[src/rtl/learning_pkg.sv]
// Shared state codes and constants for the piano learning-mode sequencer.
package learning_pkg;

  localparam logic [2:0] ST_IDLE    = 3'd0;
  localparam logic [2:0] ST_FETCH   = 3'd1;
  localparam logic [2:0] ST_WAIT    = 3'd2;
  localparam logic [2:0] ST_PLAY    = 3'd3;
  localparam logic [2:0] ST_GAP     = 3'd4;
  localparam logic [2:0] ST_ADVANCE = 3'd5;
  localparam logic [2:0] ST_DONE    = 3'd6;

  localparam int unsigned REST_NOTE = 0;

  localparam logic MODE_FREE   = 1'b0;
  localparam logic MODE_STRICT = 1'b1;

  function automatic int unsigned max3(input int unsigned a, input int unsigned b,
                                       input int unsigned c);
    int unsigned m;
    m = (a > b) ? a : b;
    return (m > c) ? m : c;
  endfunction

endpackage

[src/rtl/learn_timer.sv]
// Loadable down-counter; expired is registered and mirrors count==0.
module learn_timer #(
  parameter int unsigned W = 8
) (
  input  logic         clk,
  input  logic         rst,
  input  logic         load,
  input  logic [W-1:0] value,
  input  logic         enable,
  output logic         expired
);

  logic [W-1:0] count;

  // Holds at zero once reached, so it never wraps.
  always_ff @(posedge clk) begin
    if (rst) begin
      count   <= '0;
      expired <= 1'b1;
    end else if (load) begin
      count   <= value;
      expired <= (value == '0);
    end else if (enable && (count != '0)) begin
      count   <= count - W'(1);
      expired <= (count == W'(1));
    end
  end

endmodule

[src/rtl/learning_sequencer.sv]
// Learning-mode engine: waits for the matching key per note, plays it, then a gap.
module learning_sequencer
  import learning_pkg::*;
#(
  parameter int unsigned NOTE_W         = 4,
  parameter int unsigned DUR_W          = 26,
  parameter int unsigned ADDR_W         = 5,
  parameter int unsigned SONG_LEN       = 26,
  parameter int unsigned GAP_CYCLES     = 50000000,
  parameter int unsigned TIMEOUT_CYCLES = 500000000,
  parameter int unsigned MAX_TRIES      = 3,
  parameter int unsigned SCORE_W        = 8
) (
  input  logic              clk,
  input  logic              rst,
  input  logic              start,
  input  logic              mode,
  input  logic [NOTE_W-1:0] note_value,
  input  logic [DUR_W-1:0]  duration_value,
  input  logic [NOTE_W-1:0] user_input,
  input  logic              user_valid,
  output logic [ADDR_W-1:0] addr,
  output logic              key_on,
  output logic [NOTE_W-1:0] key,
  output logic [SCORE_W-1:0] score,
  output logic              hit,
  output logic              miss,
  output logic              busy,
  output logic              done
);

  localparam int unsigned CNT_W = max3(DUR_W, $clog2(GAP_CYCLES), $clog2(TIMEOUT_CYCLES));
  localparam int unsigned TRY_W = (MAX_TRIES < 2) ? 1 : $clog2(MAX_TRIES + 1);
  localparam logic [CNT_W-1:0] GAP_LOAD =
    (GAP_CYCLES == 0) ? '0 : CNT_W'(GAP_CYCLES - 1);
  localparam logic [CNT_W-1:0] TIMEOUT_LOAD =
    (TIMEOUT_CYCLES == 0) ? '0 : CNT_W'(TIMEOUT_CYCLES - 1);

  logic [2:0]         state, state_n;
  logic [ADDR_W-1:0]  addr_n;
  logic [SCORE_W-1:0] score_n;
  logic [TRY_W-1:0]   tries, tries_n, tries_inc;
  logic               mode_r, mode_n;
  logic [NOTE_W-1:0]  note_r, note_n, key_n;
  logic [DUR_W-1:0]   dur_r, dur_n;
  logic               key_on_n, hit_n, miss_n, busy_n, done_n;
  logic               tmr_load, tmr_en, tmr_expired;
  logic [CNT_W-1:0]   tmr_value;

  // A zero duration still sounds for one cycle.
  function automatic logic [CNT_W-1:0] play_len(input logic [DUR_W-1:0] d);
    return (d == '0) ? '0 : CNT_W'(d - DUR_W'(1));
  endfunction

  learn_timer #(.W(CNT_W)) u_timer (
    .clk     (clk),
    .rst     (rst),
    .load    (tmr_load),
    .value   (tmr_value),
    .enable  (tmr_en),
    .expired (tmr_expired)
  );

  always_ff @(posedge clk) begin
    if (rst) begin
      state  <= ST_IDLE;
      addr   <= '0;
      key_on <= 1'b0;
      key    <= '0;
      score  <= '0;
      hit    <= 1'b0;
      miss   <= 1'b0;
      busy   <= 1'b0;
      done   <= 1'b0;
      tries  <= '0;
      mode_r <= MODE_FREE;
      note_r <= '0;
      dur_r  <= '0;
    end else begin
      state  <= state_n;
      addr   <= addr_n;
      key_on <= key_on_n;
      key    <= key_n;
      score  <= score_n;
      hit    <= hit_n;
      miss   <= miss_n;
      busy   <= busy_n;
      done   <= done_n;
      tries  <= tries_n;
      mode_r <= mode_n;
      note_r <= note_n;
      dur_r  <= dur_n;
    end
  end

  always_comb begin
    state_n   = state;
    addr_n    = addr;
    score_n   = score;
    tries_n   = tries;
    mode_n    = mode_r;
    note_n    = note_r;
    dur_n     = dur_r;
    hit_n     = 1'b0;
    miss_n    = 1'b0;
    tmr_load  = 1'b0;
    tmr_value = '0;
    tmr_en    = 1'b0;
    tries_inc = (tries == '1) ? tries : tries + TRY_W'(1);

    case (state)
      ST_IDLE, ST_DONE: ;
      ST_FETCH: begin
        note_n   = note_value;
        dur_n    = duration_value;
        tmr_load = 1'b1;
        if (note_value == NOTE_W'(REST_NOTE)) begin
          state_n   = ST_PLAY;
          tmr_value = play_len(duration_value);
        end else begin
          state_n   = ST_WAIT;
          tmr_value = TIMEOUT_LOAD;
        end
      end
      ST_WAIT: begin
        tmr_en = 1'b1;
        // A press on the timeout cycle takes priority over the timeout.
        if (user_valid) begin
          if (user_input == note_r) begin
            hit_n     = 1'b1;
            score_n   = (score == '1) ? score : score + SCORE_W'(1);
            state_n   = ST_PLAY;
            tmr_load  = 1'b1;
            tmr_value = play_len(dur_r);
          end else begin
            miss_n  = 1'b1;
            tries_n = tries_inc;
            if ((mode_r == MODE_STRICT) && (32'(tries_inc) >= MAX_TRIES)) begin
              state_n = ST_ADVANCE;
            end
          end
        end else if ((mode_r == MODE_STRICT) && tmr_expired) begin
          miss_n  = 1'b1;
          state_n = ST_ADVANCE;
        end
      end
      ST_PLAY: begin
        tmr_en = 1'b1;
        if (tmr_expired) begin
          if (GAP_CYCLES == 0) begin
            state_n = ST_ADVANCE;
          end else begin
            state_n   = ST_GAP;
            tmr_load  = 1'b1;
            tmr_value = GAP_LOAD;
          end
        end
      end
      ST_GAP: begin
        tmr_en = 1'b1;
        if (tmr_expired) state_n = ST_ADVANCE;
      end
      ST_ADVANCE: begin
        tries_n = '0;
        if (addr == ADDR_W'(SONG_LEN - 1)) begin
          state_n = ST_DONE;
        end else begin
          addr_n  = addr + ADDR_W'(1);
          state_n = ST_FETCH;
        end
      end
      default: state_n = ST_IDLE;
    endcase

    // start from any state (re)launches the song from the first note.
    if (start) begin
      state_n = ST_FETCH;
      addr_n  = '0;
      score_n = '0;
      tries_n = '0;
      mode_n  = mode;
      hit_n   = 1'b0;
      miss_n  = 1'b0;
    end

    key_on_n = (state_n == ST_PLAY) && (note_n != NOTE_W'(REST_NOTE));
    key_n    = ((state_n == ST_PLAY) || (state_n == ST_GAP)) ? note_n : '0;
    busy_n   = (state_n != ST_IDLE) && (state_n != ST_DONE);
    done_n   = (state_n == ST_DONE);
  end

endmodule

[config.mk]
export PLATFORM = sky130hd
export DESIGN_NAME = learning_sequencer
export DESIGN_NICKNAME = d
export VERILOG_FILES = /design/src/rtl/learning_pkg.sv /design/src/rtl/learn_timer.sv /design/src/rtl/learning_sequencer.sv
export SDC_FILE = /design/constraint.sdc
export NUM_CORES = 1
export LEC_CHECK = 0
export BUFFER_PORTS_ARGS = -buffer_cell sky130_fd_sc_hd__buf_2
export CELL_PAD_IN_SITES_DETAIL_PLACEMENT = 1
export CELL_PAD_IN_SITES_GLOBAL_PLACEMENT = 1
export CORE_MARGIN = 2
export CORE_UTILIZATION = 45
export DETAILED_ROUTE_END_ITERATION = 7
export PLACE_DENSITY = 0.87
export SYNTH_ARGS = -nofsm -noshare
export SYNTH_HDL_FRONTEND = slang
export SYNTH_HIERARCHICAL = 1
export SYNTH_SLANG_ARGS = --single-unit
[constraint.sdc]
create_clock -name clk -period 5.91 [get_ports clk]
set_clock_uncertainty 0.05 [all_clocks]
set_input_delay 1.182 -clock clk [delete_from_list [all_inputs] [get_ports clk]]
set_output_delay 1.182 -clock clk [all_outputs]
set_load 0.005 [all_outputs]
* After elaboration in Yosys (flattened, before gate mapping)
Index checks and enable logic that the tools add are counted.
** Word-level totals
- Register bits :: 88
- Latch bits :: 0
- RAM bits :: 0
- ROM bits :: 0
- Input port bits :: 39
- Output and inout bits :: 22
- Word-level logic and storage cells :: 101
- Memories :: 0
** Cells by class
- Add/sub/neg operators :: 6
- Multiply operators :: 0
- Div/mod/pow operators :: 0
- Magnitude comparators :: 1
- Equality and inequality tests :: 17
- Shifts and indexed selects :: 0
- Mux-type cells :: 34
- Bitwise gates (word level) :: 4
- Reduce and logical (&&, ||, !) cells :: 24
** Operators by type and width (count)
- $mux 29 :: 7
- $pmux 29 s3 :: 1
- $sub 26x1->27 const B :: 2
- $logic_not 26->1 :: 2
- $eq 29x1->1 const B :: 1
- $logic_not 29->1 :: 1
- $reduce_bool 29->1 :: 1
- $sub 29x1->29 const B :: 1
- $mux 26 :: 1
- $mux 3 :: 8
- $pmux 3 s6 :: 1
- $eq 3x3->1 const B :: 5
- $mux 1 :: 10
- $eq 3x2->1 const B :: 3
- $add 8x1->8 const B :: 1
- $eq 8x8->1 const B :: 1
- $mux 2 :: 3
- $reduce_or 2->1 :: 3
- $reduce_or 3->1 :: 2
- $add 5x1->5 const B :: 1
- $eq 5x5->1 const B :: 1
- $logic_and 1x1->1 :: 5
- $eq 4x4->1 :: 1
- $logic_not 4->1 :: 1
- 18 further kinds :: 23

* Depth between registers and ports, before layout
Gate-level depths: netlist of the first run.
- Depth in word-level cells :: 13
- Gate-level depth with buffers :: 14
- Mapped depth without buffers :: 13

* Modules after synthesis
The synthesis of the first run kept the hierarchy.
** Modules (own cells, without submodules)
- learning_sequencer :: instances 1, cells each 492, area an instance 3722.3 µm², seq. area each 1161.1 µm²
- learn_timer :: instances 1, cells each 238, area an instance 2014.4 µm², seq. area each 600.6 µm²

* Worst setup path after synthesis of the first run
Ideal clock, no wire load.
- Path kind :: input to register
- Start :: input user_input[2]
- End :: register u_timer.expired
- Library setup time :: 0.119 ns
- Data arrival time :: 3.442 ns
- Data required time :: 5.741 ns
- Setup slack :: 2.299 ns
- Cell stages on the path :: 12
- Path buffers :: 2
- Path through :: xnor2_1 -> nand4_1 -> or2_2 -> buf_2 -> a41o_1 -> buf_2 -> o41ai_1 -> nor4_1 -> nand4_1 -> o22ai_1 -> a31oi_1 -> o21bai_1
** On the way
- Cells in the longest elaborated chain, start to end :: 6
- Elaborated cells between the ends (all ways) :: 10
- Classes of those cells :: eq/ne: 1; mux: 7; reduce/logical: 2
** Ends and longest elaborated chain
- from (decl) :: line learning_sequencer.sv:20 : input logic [NOTE_W-1:0] user_input,
- $eq 4x4->1 :: line learning_sequencer.sv:129 : if (user_input == note_r) begin
- $mux 29 :: line learning_sequencer.sv:129
- $mux 29 :: line learning_sequencer.sv:128 : if (user_valid) begin
- $pmux 29 s3 :: line learning_sequencer.sv:111 : case (state)
- net tmr_value[26] :: line learning_sequencer.sv:48 : logic [CNT_W-1:0] tmr_value;
- $logic_not 29->1 :: line learn_timer.sv:22 : expired <= (value == '0);
- $mux 1 :: line learn_timer.sv:20 : end else if (load) begin
- to (signal assigned) :: line learn_timer.sv:22
- to (signal assigned) :: line learn_timer.sv:25 : expired <= (count == W'(1));
- to (decl) :: line learn_timer.sv:10 : output logic expired
The timed path passes the listed nets, and every way through them passes these cells.
A chain may end at the register's enable or synchronous reset.

* Final worst setup path of the first run
- Start :: input user_input[0]
- End :: register u_timer.expired
Same word-level chain as after synthesis.

==> metrics.txt, run 1 <==
# TYPE chip_impl_metric gauge
chip_impl_info{name="outcome",value="complete, no violations"} 1
chip_impl_info{name="clock-root-buffer",value="clkbuf_16"} 1
chip_impl_metric{name="clock.fmax",unit="GHz"} 0.233
chip_impl_metric{name="yosys_warnings",unit=""} 6
chip_impl_metric{name="via_count_of_the_first_global_routing_pass",unit=""} 5952
chip_impl_metric{name="post_route_cells_drive_above_1_share",unit="%"} 15.3
chip_impl_metric{name="stdcell_area",unit="mm^2"} 0.00636
chip_impl_metric{name="cts_hold_repair_buffers",unit=""} 0
chip_impl_metric{name="dp_hpwl",unit="mm"} 13.5
chip_impl_metric{name="max_root_sink_buffers",unit=""} 2
chip_impl_metric{name="core_area",unit="mm^2"} 0.0125
chip_impl_metric{name="antenna_cells",unit=""} 0
chip_impl_metric{name="num_io_pins",unit=""} 61
chip_impl_metric{name="die_h",unit="um"} 117
chip_impl_metric{name="global_route_wire_length_before_repair",unit="mm"} 30.1
chip_impl_info{name="crit_path_start_kind",value="input port"} 1
chip_impl_metric{name="cpPeakStageDelay",unit="ps"} 900
chip_impl_metric{name="clock_latency",unit="ps"} 350
chip_impl_metric{name="fill_cells",unit=""} 1615
chip_impl_info{name="critical-path-slowest-cell",value="o41ai_1"} 1
chip_impl_metric{name="maxSlewViolCount",unit=""} 0
chip_impl_metric{name="synth.net_count",unit=""} 778
chip_impl_metric{name="cts_resized",unit=""} 0
chip_impl_metric{name="die-width",unit="um"} 117
chip_impl_metric{name="cap_violations",unit=""} 0
chip_impl_info{name="setup_repair_after_global_routing_missed_its_margin",value="no"} 1
chip_impl_metric{name="clock-sinks",unit=""} 88
chip_impl_metric{name="timing.critical_path.arrival",unit="ps"} 4470
chip_impl_metric{name="buffer_ports.inserted",unit=""} 60
chip_impl_info{name="timing.critical_path.cells",value="buf_2 > xnor2_1 > nand4_1 > or2_2 > a41o_1 > o41ai_1 > nor2b_1 > nand4_1 > o22ai_1 > a31oi_1 > o21bai_1"} 1
chip_impl_metric{name="drt_iter0_drc",unit=""} 309
chip_impl_metric{name="route.vias.total",unit=""} 5839
chip_impl_metric{name="post_cts.repair.setup_buffers",unit=""} 0
chip_impl_info{name="timing.critical_path.to_type",value="flop"} 1
chip_impl_info{name="timing.setup.critical_path_class",value="input port to flop"} 1
chip_impl_metric{name="htree_num_levels",unit=""} 3
chip_impl_metric{name="areaGrowthSynthToFinish",unit="%"} 10.9
chip_impl_info{name="hold_crit_class",value="flop to flop"} 1
chip_impl_info{name="layout_common_cells",value="nand2_1, dfxtp_1, nor2_1, buf_2, a21oi_1"} 1
chip_impl_metric{name="placed_area",unit="mm^2"} 0.00606
chip_impl_metric{name="netlist_area",unit="mm^2"} 0.00574
chip_impl_metric{name="wirelength",unit="mm"} 18.4
chip_impl_metric{name="power_report.internal_total",unit="mW"} 1.11
chip_impl_metric{name="pin_count_of_the_biggest_net_entering_global_routing",unit=""} 41
chip_impl_metric{name="peakVddDrop",unit="mV"} 0.167
chip_impl_metric{name="synth_edf_count",unit=""} 0
chip_impl_metric{name="clk_network_pwr_share",unit="%"} 36.5
chip_impl_metric{name="wl_per_cell",unit="um"} 19.5
chip_impl_metric{name="seq_area_frac_synth",unit="%"} 30.7
chip_impl_metric{name="syn_avg_cell_area",unit="um^2"} 7.86
chip_impl_info{name="path_delay_family",value="compound AO/OA/AOI/OAI gates"} 1
chip_impl_metric{name="yosysUniqueCellTypes",unit=""} 73
chip_impl_metric{name="floorplan.initialDensity",unit="%"} 45.8
chip_impl_metric{name="switching_portion_of_total_power",unit="%"} 32.4
chip_impl_metric{name="grt-ovfl-total",unit=""} 0
chip_impl_metric{name="num-nets-final",unit=""} 814
chip_impl_metric{name="cts.reportedPaths.clkPinSlew",unit="ps"} 60
chip_impl_metric{name="shortest_clock_period_the_worst_path_allows_after_layout",unit="ps"} 4290
chip_impl_info{name="yosys-top-cells-area",value="dfxtp_1, nand2_1, nor2_1"} 1
chip_impl_info{name="layout.cells.most_common",value="nand2_1"} 1
chip_impl_metric{name="proportion_of_synthesized_flip_flops_having_asynchronous_set_or_reset",unit="%"} 0
chip_impl_metric{name="drc",unit=""} 0
chip_impl_metric{name="layout_setup_ws",unit="ps"} 1620
chip_impl_metric{name="ant_nets",unit=""} 0
chip_impl_metric{name="fin_setup_tns",unit="ps"} 0
chip_impl_info{name="cts_tree",value="yes"} 1
chip_impl_metric{name="worstMarginPinSlew",unit="ps"} 924
chip_impl_info{name="synthDominantAreaCellType",value="dfxtp_1"} 1
chip_impl_metric{name="slew_headroom",unit="%"} 37.6
chip_impl_metric{name="total_cts_buffers",unit=""} 9
chip_impl_metric{name="syn-instance-count",unit=""} 730
chip_impl_info{name="critical-path-top-cell-by-count",value="nand4_1"} 1
chip_impl_metric{name="grt_antenna_before_repair",unit=""} 0
chip_impl_metric{name="fp.dieArea",unit="mm^2"} 0.0137
chip_impl_metric{name="required",unit="ps"} 6090
chip_impl_metric{name="switchingPower",unit="uW"} 531
chip_impl_metric{name="placementRows",unit=""} 41
chip_impl_metric{name="post-place-ws",unit="ps"} 1510
chip_impl_metric{name="path_max_fanout",unit=""} 19
chip_impl_metric{name="layout_worst_path_cycle_share",unit="%"} 72.7
chip_impl_metric{name="post_drt_via_cell_ratio",unit=""} 6.20
chip_impl_metric{name="power_frac_seq",unit="%"} 40.5
chip_impl_metric{name="detail_route.first_pass.iterations",unit=""} 5
chip_impl_metric{name="finalPower",unit="mW"} 1.64
chip_impl_metric{name="synth.top_cell.area_share",unit="%"} 30.7
chip_impl_metric{name="grt.total_usage",unit="%"} 27.8
chip_impl_metric{name="yosys_register_bits",unit=""} 88
chip_impl_metric{name="final-hold-violation-count",unit=""} 0
chip_impl_metric{name="finish_stage_setup_viols",unit=""} 0
chip_impl_metric{name="cp_num_buf_inv",unit=""} 1
chip_impl_metric{name="total_leakage_power",unit="nW"} 2.36
chip_impl_info{name="synth_flop_cell",value="dfxtp_1"} 1
chip_impl_metric{name="fraction_of_power_consumed_by_combinational_cells",unit="%"} 22.9
chip_impl_metric{name="gp_congestion",unit=""} 0.910
chip_impl_metric{name="power-per-cell-area",unit="mW/mm^2"} 258
[state kept, by name, summed over array words and instances, names as in the netlist, 2 cells and up]
register	count
u_timer/count	29
dur_r	26
score	8
addr	5
key	4
note_r	4
state	3
tries	2
[Yosys cell counts, drive strengths merged, types with 3 or more instances]
library cell,instances
nand2,103
dfxtp,88
nor2,78
a21oi,50
xnor2,31
nor4,30
nor3,27
clkbuf,26
xor2,24
o21ai,22
a311oi,20
or3,19
or4,19
inv,18
buf,13
nand4,13
nand3,11
a211oi,10
ha,9
o221ai,9
o31ai,9
mux2i,8
a31oi,7
and4,6
nand2b,6
a22oi,5
or2,5
a2111oi,4
and3,4
nor2b,4
nor3b,4
o21ba,4
o22ai,4
a21o,3
a31o,3
nand4b,3
o211ai,3
o41ai,3
[stage by stage]
| stage | std cells | util [%] | hold slack [ps] |
|---|---|---|---|
| 2_1_floorplan | 730 | - | 402 |
| 3_3_place_gp | 927 | 48.4 | 425 |
| 3_5_place_dp | 927 | 48.4 | 436 |
| 4_1_cts | 942 | 50.8 | 448 |
| 5_1_grt | 942 | 50.8 | 482 |
| 6_report | 942 | 50.8 | 444 |
[power by group through the flow]
stage	registers (mW)	logic, mW	clock network [mW]
after floorplan	0.665	0.272	0
after global placement	0.674	0.349	0
after detailed placement	0.677	0.364	0
after CTS	0.664	0.369	0.610
after global routing	0.670	0.412	0.630
final	0.665	0.376	0.599
[per-layer routing]
metal  vias to the layer above  global-route usage, %  share of wire (%)
li1                       2768                      -                  -
met1                      2887                   37.1                 45
met2                       152                   45.0                 48
met3                        32                   4.02                4.6
met4                         0                   12.2                2.2
met5                         -                      0                  0
[worst reg2reg max path, stage by stage (launching register included)]
cell and delay, ps:
dfxtp_1 510, or3b_2 730, nand3_1 750, inv_1 860
buf_4 430, nor2_1 110, a311oi_1 350
[final cells by class]
type	instances	area (um^2)	share of cell area, %
multi-input combinational	585	3680	57.9
sequential	88	1760	27.7
timing repair buffer	64	330	5.19
clock buffer	11	253	3.97
tap	172	215	3.38
inverter	18	67.6	1.06
clock inverter	4	52.6	0.826
[final timing paths]
| path | from | to | slack [ps] | depth (start not counted) |
|---|---|---|---|---|
| max | user_input[0] | u_timer/expired$_SDFFE_PP1P_ | 1620 | 11 |
| min | dur_r[4]$_SDFFE_PP0P_ | dur_r[4]$_SDFFE_PP0P_ | 440 | 2 |
| max reg2reg | state[2]$_SDFF_PP0_ | u_timer/count[14]$_SDFFE_PP0P_ | 2020 | 6 |
| min reg2reg | dur_r[4]$_SDFFE_PP0P_ | dur_r[4]$_SDFFE_PP0P_ | 440 | 2 |
[logic make-up after synthesis]
kind of cell | Yosys count | share of synthesized area [%]
fa+ha+maj | 9 | 1.96
buf+inv | 57 | 5.21
flops | 88 | 30.7
simple gates | 347 | 31.8
compound gates | 165 | 20.3
mux | 9 | 1.59
xor+xnor | 55 | 8.40
Note: power is estimated with default switching activity, not from simulation.
==> run 2, diff against run 1 <==
- ABC_AREA: unset -> 1
- CORE_UTILIZATION: 45 -> 38
- PLACE_DENSITY: 0.87 -> 0.82
- clock period: 5.91 -> 3.8 ns (I/O delays scaled with it)
==> run 2 against run 1 <==
Effect of this change: count of clock-buffer cells in the layout shrank 2; largest power group is now combinational logic; clock power grew 53%; critical path depth shrank 2; sequential share of layout area shrank 3.8 points; combinational power grew to 2.9 times the previous value; sequential cell count is the same.
==> metrics.txt, run 2 <==
# TYPE chip_impl_metric gauge
chip_impl_info{name="layout_common_cells",value="nand2_1, nor2_1, nand3_1, inv_1, dfxtp_1"} 1
chip_impl_info{name="yosys-top-cells-area",value="dfxtp_1, nand2_1, nor2_1"} 1
chip_impl_info{name="timing.setup.critical_path_class",value="flop to flop"} 1
chip_impl_metric{name="maxSlewViolCount",unit=""} 0
chip_impl_metric{name="grt.met2_usage",unit="%"} 41.1
chip_impl_metric{name="fp.dieArea",unit="mm^2"} 0.0186
chip_impl_metric{name="yosys_register_bits",unit=""} 88
chip_impl_metric{name="cts.reportedPaths.clkPinSlew",unit="ps"} 80
chip_impl_metric{name="layout_worst_path_cycle_share",unit="%"} 77.5
chip_impl_info{name="timing.critical_path.to_type",value="flop"} 1
chip_impl_metric{name="shortest_clock_period_the_worst_path_allows_after_layout",unit="ps"} 2950
chip_impl_info{name="setup_repair_after_global_routing_missed_its_margin",value="no"} 1
chip_impl_metric{name="worstMarginPinSlew",unit="ps"} 898
chip_impl_metric{name="grt-ovfl-total",unit=""} 0
chip_impl_metric{name="synthSimpleGateAreaFrac",unit="%"} 44.7
chip_impl_metric{name="post_drt_via_cell_ratio",unit=""} 5.27
chip_impl_info{name="global_route.peak_usage_layer",value="met2"} 1
chip_impl_metric{name="total_leakage_power",unit="nW"} 3.37
chip_impl_metric{name="largest_register_ffs",unit=""} 29
chip_impl_metric{name="post_route_cells_drive_above_1_share",unit="%"} 12.0
chip_impl_metric{name="floorplan.initialDensity",unit="%"} 38.7
chip_impl_metric{name="slew_headroom",unit="%"} 40.1
chip_impl_info{name="largest_register",value="u_timer/count"} 1
chip_impl_metric{name="drt_iter0_drc",unit=""} 396
chip_impl_metric{name="syn-instance-count",unit=""} 1107
chip_impl_metric{name="proportion_of_synthesized_flip_flops_having_asynchronous_set_or_reset",unit="%"} 0
chip_impl_metric{name="grt_antenna_before_repair",unit=""} 0
chip_impl_metric{name="die-width",unit="um"} 136
chip_impl_metric{name="num_io_pins",unit=""} 61
chip_impl_info{name="outcome",value="complete, no violations"} 1
chip_impl_metric{name="min_delay_path_depth",unit=""} 2
chip_impl_metric{name="areaGrowthSynthToFinish",unit="%"} 11.0
chip_impl_metric{name="placementRows",unit=""} 48
chip_impl_metric{name="route.vias.total",unit=""} 7273
chip_impl_metric{name="timing.critical_path.arrival",unit="ps"} 3130
chip_impl_metric{name="rrSetupSlack",unit="ps"} 850
chip_impl_info{name="timing.critical_path.cells",value="nand3_1 > nor2_1 > clkinv_1 > nand3_1 > inv_2 > nand3_1 > nor2_1 > nor2_1 > nor2_1"} 1
chip_impl_info{name="top_regs",value="u_timer/count (29), dur_r (26), score (8)"} 1
chip_impl_metric{name="finalPower",unit="mW"} 3.05
chip_impl_metric{name="fill_cells",unit=""} 2425
chip_impl_metric{name="required",unit="ps"} 3990
chip_impl_metric{name="grt.total_usage",unit="%"} 24.6
chip_impl_metric{name="seq_area_frac_synth",unit="%"} 26.5
chip_impl_metric{name="core_area",unit="mm^2"} 0.0172
chip_impl_info{name="critical-path-top-cell-by-count",value="nor2_1"} 1
chip_impl_metric{name="total_cts_buffers",unit=""} 9
chip_impl_metric{name="cpPeakStageDelay",unit="ps"} 540
chip_impl_metric{name="pin_count_of_the_biggest_net_entering_global_routing",unit=""} 55
chip_impl_metric{name="buffer_ports.inserted",unit=""} 60
chip_impl_info{name="synth_top_family_by_area",value="simple AND/OR/NAND/NOR gates"} 1
chip_impl_metric{name="grt.met1_usage",unit="%"} 33.2
chip_impl_metric{name="reg2regPathDepth",unit=""} 9
chip_impl_metric{name="final-hold-violation-count",unit=""} 0
chip_impl_metric{name="cts_resized",unit=""} 0
chip_impl_metric{name="numPlacedInstances",unit=""} 1365
chip_impl_metric{name="synth_xor_xnor_area_share",unit="%"} 5.53
chip_impl_metric{name="multiInputGateArea",unit="mm^2"} 0.00427
chip_impl_metric{name="synth.top_cell.area_share",unit="%"} 26.5
chip_impl_metric{name="via_count_of_the_first_global_routing_pass",unit=""} 7180
chip_impl_metric{name="holdWs",unit="ps"} 422
chip_impl_metric{name="wl_per_cell",unit="um"} 16.0
chip_impl_metric{name="cts_hold_repair_buffers",unit=""} 0
chip_impl_metric{name="post_cts.repair.setup_buffers",unit=""} 0
chip_impl_metric{name="ff_latch_area",unit="mm^2"} 0.00176
chip_impl_info{name="synthDominantAreaCellType",value="dfxtp_1"} 1
chip_impl_info{name="crit_path_start_kind",value="flop"} 1
chip_impl_metric{name="finish_stage_setup_viols",unit=""} 0
chip_impl_metric{name="synth.net_count",unit=""} 1155
chip_impl_info{name="synth.top_cells.by_count",value="nand2_1, nor2_1, nand3_1, inv_1, dfxtp_1"} 1
chip_impl_metric{name="yosysUniqueCellTypes",unit=""} 49
chip_impl_metric{name="clock.fmax",unit="GHz"} 0.339
chip_impl_metric{name="synth_compound_area_share",unit="%"} 11.8
chip_impl_metric{name="netlist_area",unit="mm^2"} 0.00665
chip_impl_metric{name="global_route_wire_length_before_repair",unit="mm"} 36.4
chip_impl_info{name="critical-path-slowest-cell",value="dfxtp_1"} 1
chip_impl_metric{name="die_h",unit="um"} 136
chip_impl_metric{name="path_max_fanout",unit=""} 21
chip_impl_metric{name="yosys_warnings",unit=""} 6
chip_impl_metric{name="post_synth_mux_area_share",unit="%"} 0.301
chip_impl_metric{name="synth_adder_area_share",unit="%"} 1.69
chip_impl_metric{name="dp_hpwl",unit="mm"} 17.2
chip_impl_metric{name="stdcell_area",unit="mm^2"} 0.00738
chip_impl_metric{name="drc",unit=""} 0
chip_impl_info{name="layout.cells.most_common",value="nand2_1"} 1
chip_impl_info{name="synth_flop_cell",value="dfxtp_1"} 1
chip_impl_metric{name="met3_usage",unit="%"} 2.09
chip_impl_metric{name="power-per-cell-area",unit="mW/mm^2"} 413
chip_impl_metric{name="antenna_cells",unit=""} 0
chip_impl_metric{name="detail_route.first_pass.iterations",unit=""} 4
chip_impl_metric{name="htree_num_levels",unit=""} 3
chip_impl_info{name="cts_tree",value="yes"} 1
chip_impl_metric{name="placed_area",unit="mm^2"} 0.00709
chip_impl_metric{name="synth_edf_count",unit=""} 0
chip_impl_metric{name="clock_latency",unit="ps"} 370
chip_impl_metric{name="clock-sinks",unit=""} 88
chip_impl_metric{name="wirelength",unit="mm"} 22.1
chip_impl_info{name="hold_crit_class",value="flop to flop"} 1
chip_impl_metric{name="syn_avg_cell_area",unit="um^2"} 6.01
chip_impl_metric{name="ant_nets",unit=""} 0
chip_impl_info{name="synthMostInstantiatedCell",value="nand2_1"} 1
chip_impl_metric{name="num-nets-final",unit=""} 1199
chip_impl_info{name="clock-root-buffer",value="clkbuf_16"} 1
chip_impl_metric{name="peakVddDrop",unit="mV"} 0.225
chip_impl_metric{name="gp_congestion",unit=""} 0.895
chip_impl_metric{name="cap_violations",unit=""} 0
chip_impl_metric{name="final-instance-count-excl-fill",unit=""} 1381
chip_impl_metric{name="fin_setup_tns",unit="ps"} 0
chip_impl_metric{name="max_root_sink_buffers",unit=""} 2
## run 2: cell count changes after synthesis, moves of 16 or more
| cell | delta |
|---|---|
| a311oi_1 | -20 |
| inv_1 | +86 |
| nand2_1 | +196 |
| nand3_1 | +98 |
| nor2_1 | +99 |
| nor4_1 | -22 |
| o21ai_0 | +48 |
| or4_1 | -16 |
| xnor2_1 | -16 |
## run 2: through the flow
step	setup slack [ps]	util [%]
global placement	733	41.3
floorplan	1230	-
detailed placement	651	41.3
CTS	836	42.9
global route	562	42.9
finish	854	42.9
## run 2: cell type report
class	instances	area share, %
clock buffers	9	3.05
clock inverters	7	0.848
inverters	116	6.09
multi-input cells	872	57.8
flip-flops and latches	88	23.9
well taps	225	3.82
repair buffers	64	4.48
## run 2: cells by family (layout without fill, tap and decap cells)
group                    Yosys count  after routing
XOR/XNOR                          42             42
buffers and inverters            147            196
AND/OR/NAND/NOR                  673            673
adder cells (fa/ha/maj)            9              9
flip-flops                        88             88
multiplexers                       2              2
AO/OA/AOI/OAI                    146            146
## run 2: worst paths after layout
path,start,to
max,state[0]$_SDFF_PP0_,u_timer/count[21]$_SDFFE_PP0P_
min reg2reg,u_timer/count[1]$_SDFFE_PP0P_,u_timer/count[1]$_SDFFE_PP0P_
min,u_timer/count[1]$_SDFFE_PP0P_,u_timer/count[1]$_SDFFE_PP0P_
max reg2reg,state[0]$_SDFF_PP0_,u_timer/count[21]$_SDFFE_PP0P_
## run 2: power breakdown
group	switching [mW]	total (mW)	internal, mW
clock	0.454	0.915	0.461
combinational	0.733	1.08	0.346
sequential	0.0710	1.06	0.985
total	1.26	3.05	1.79
## run 2: layer usage
metal	routed length, um	vias to the layer above	share of wire (%)
met1	10600	3478	48
met3	506	24	2.3
met5	0	-	0
met2	10400	113	47
met4	484	0	2.2
li1	-	3658	-
## run 2: critical path: cells and delay by family (launching register included)
family	cells	cell delay [ps]
and+or+nand+nor	7	1500
buffers and inverters	2	740
DFF	1	540
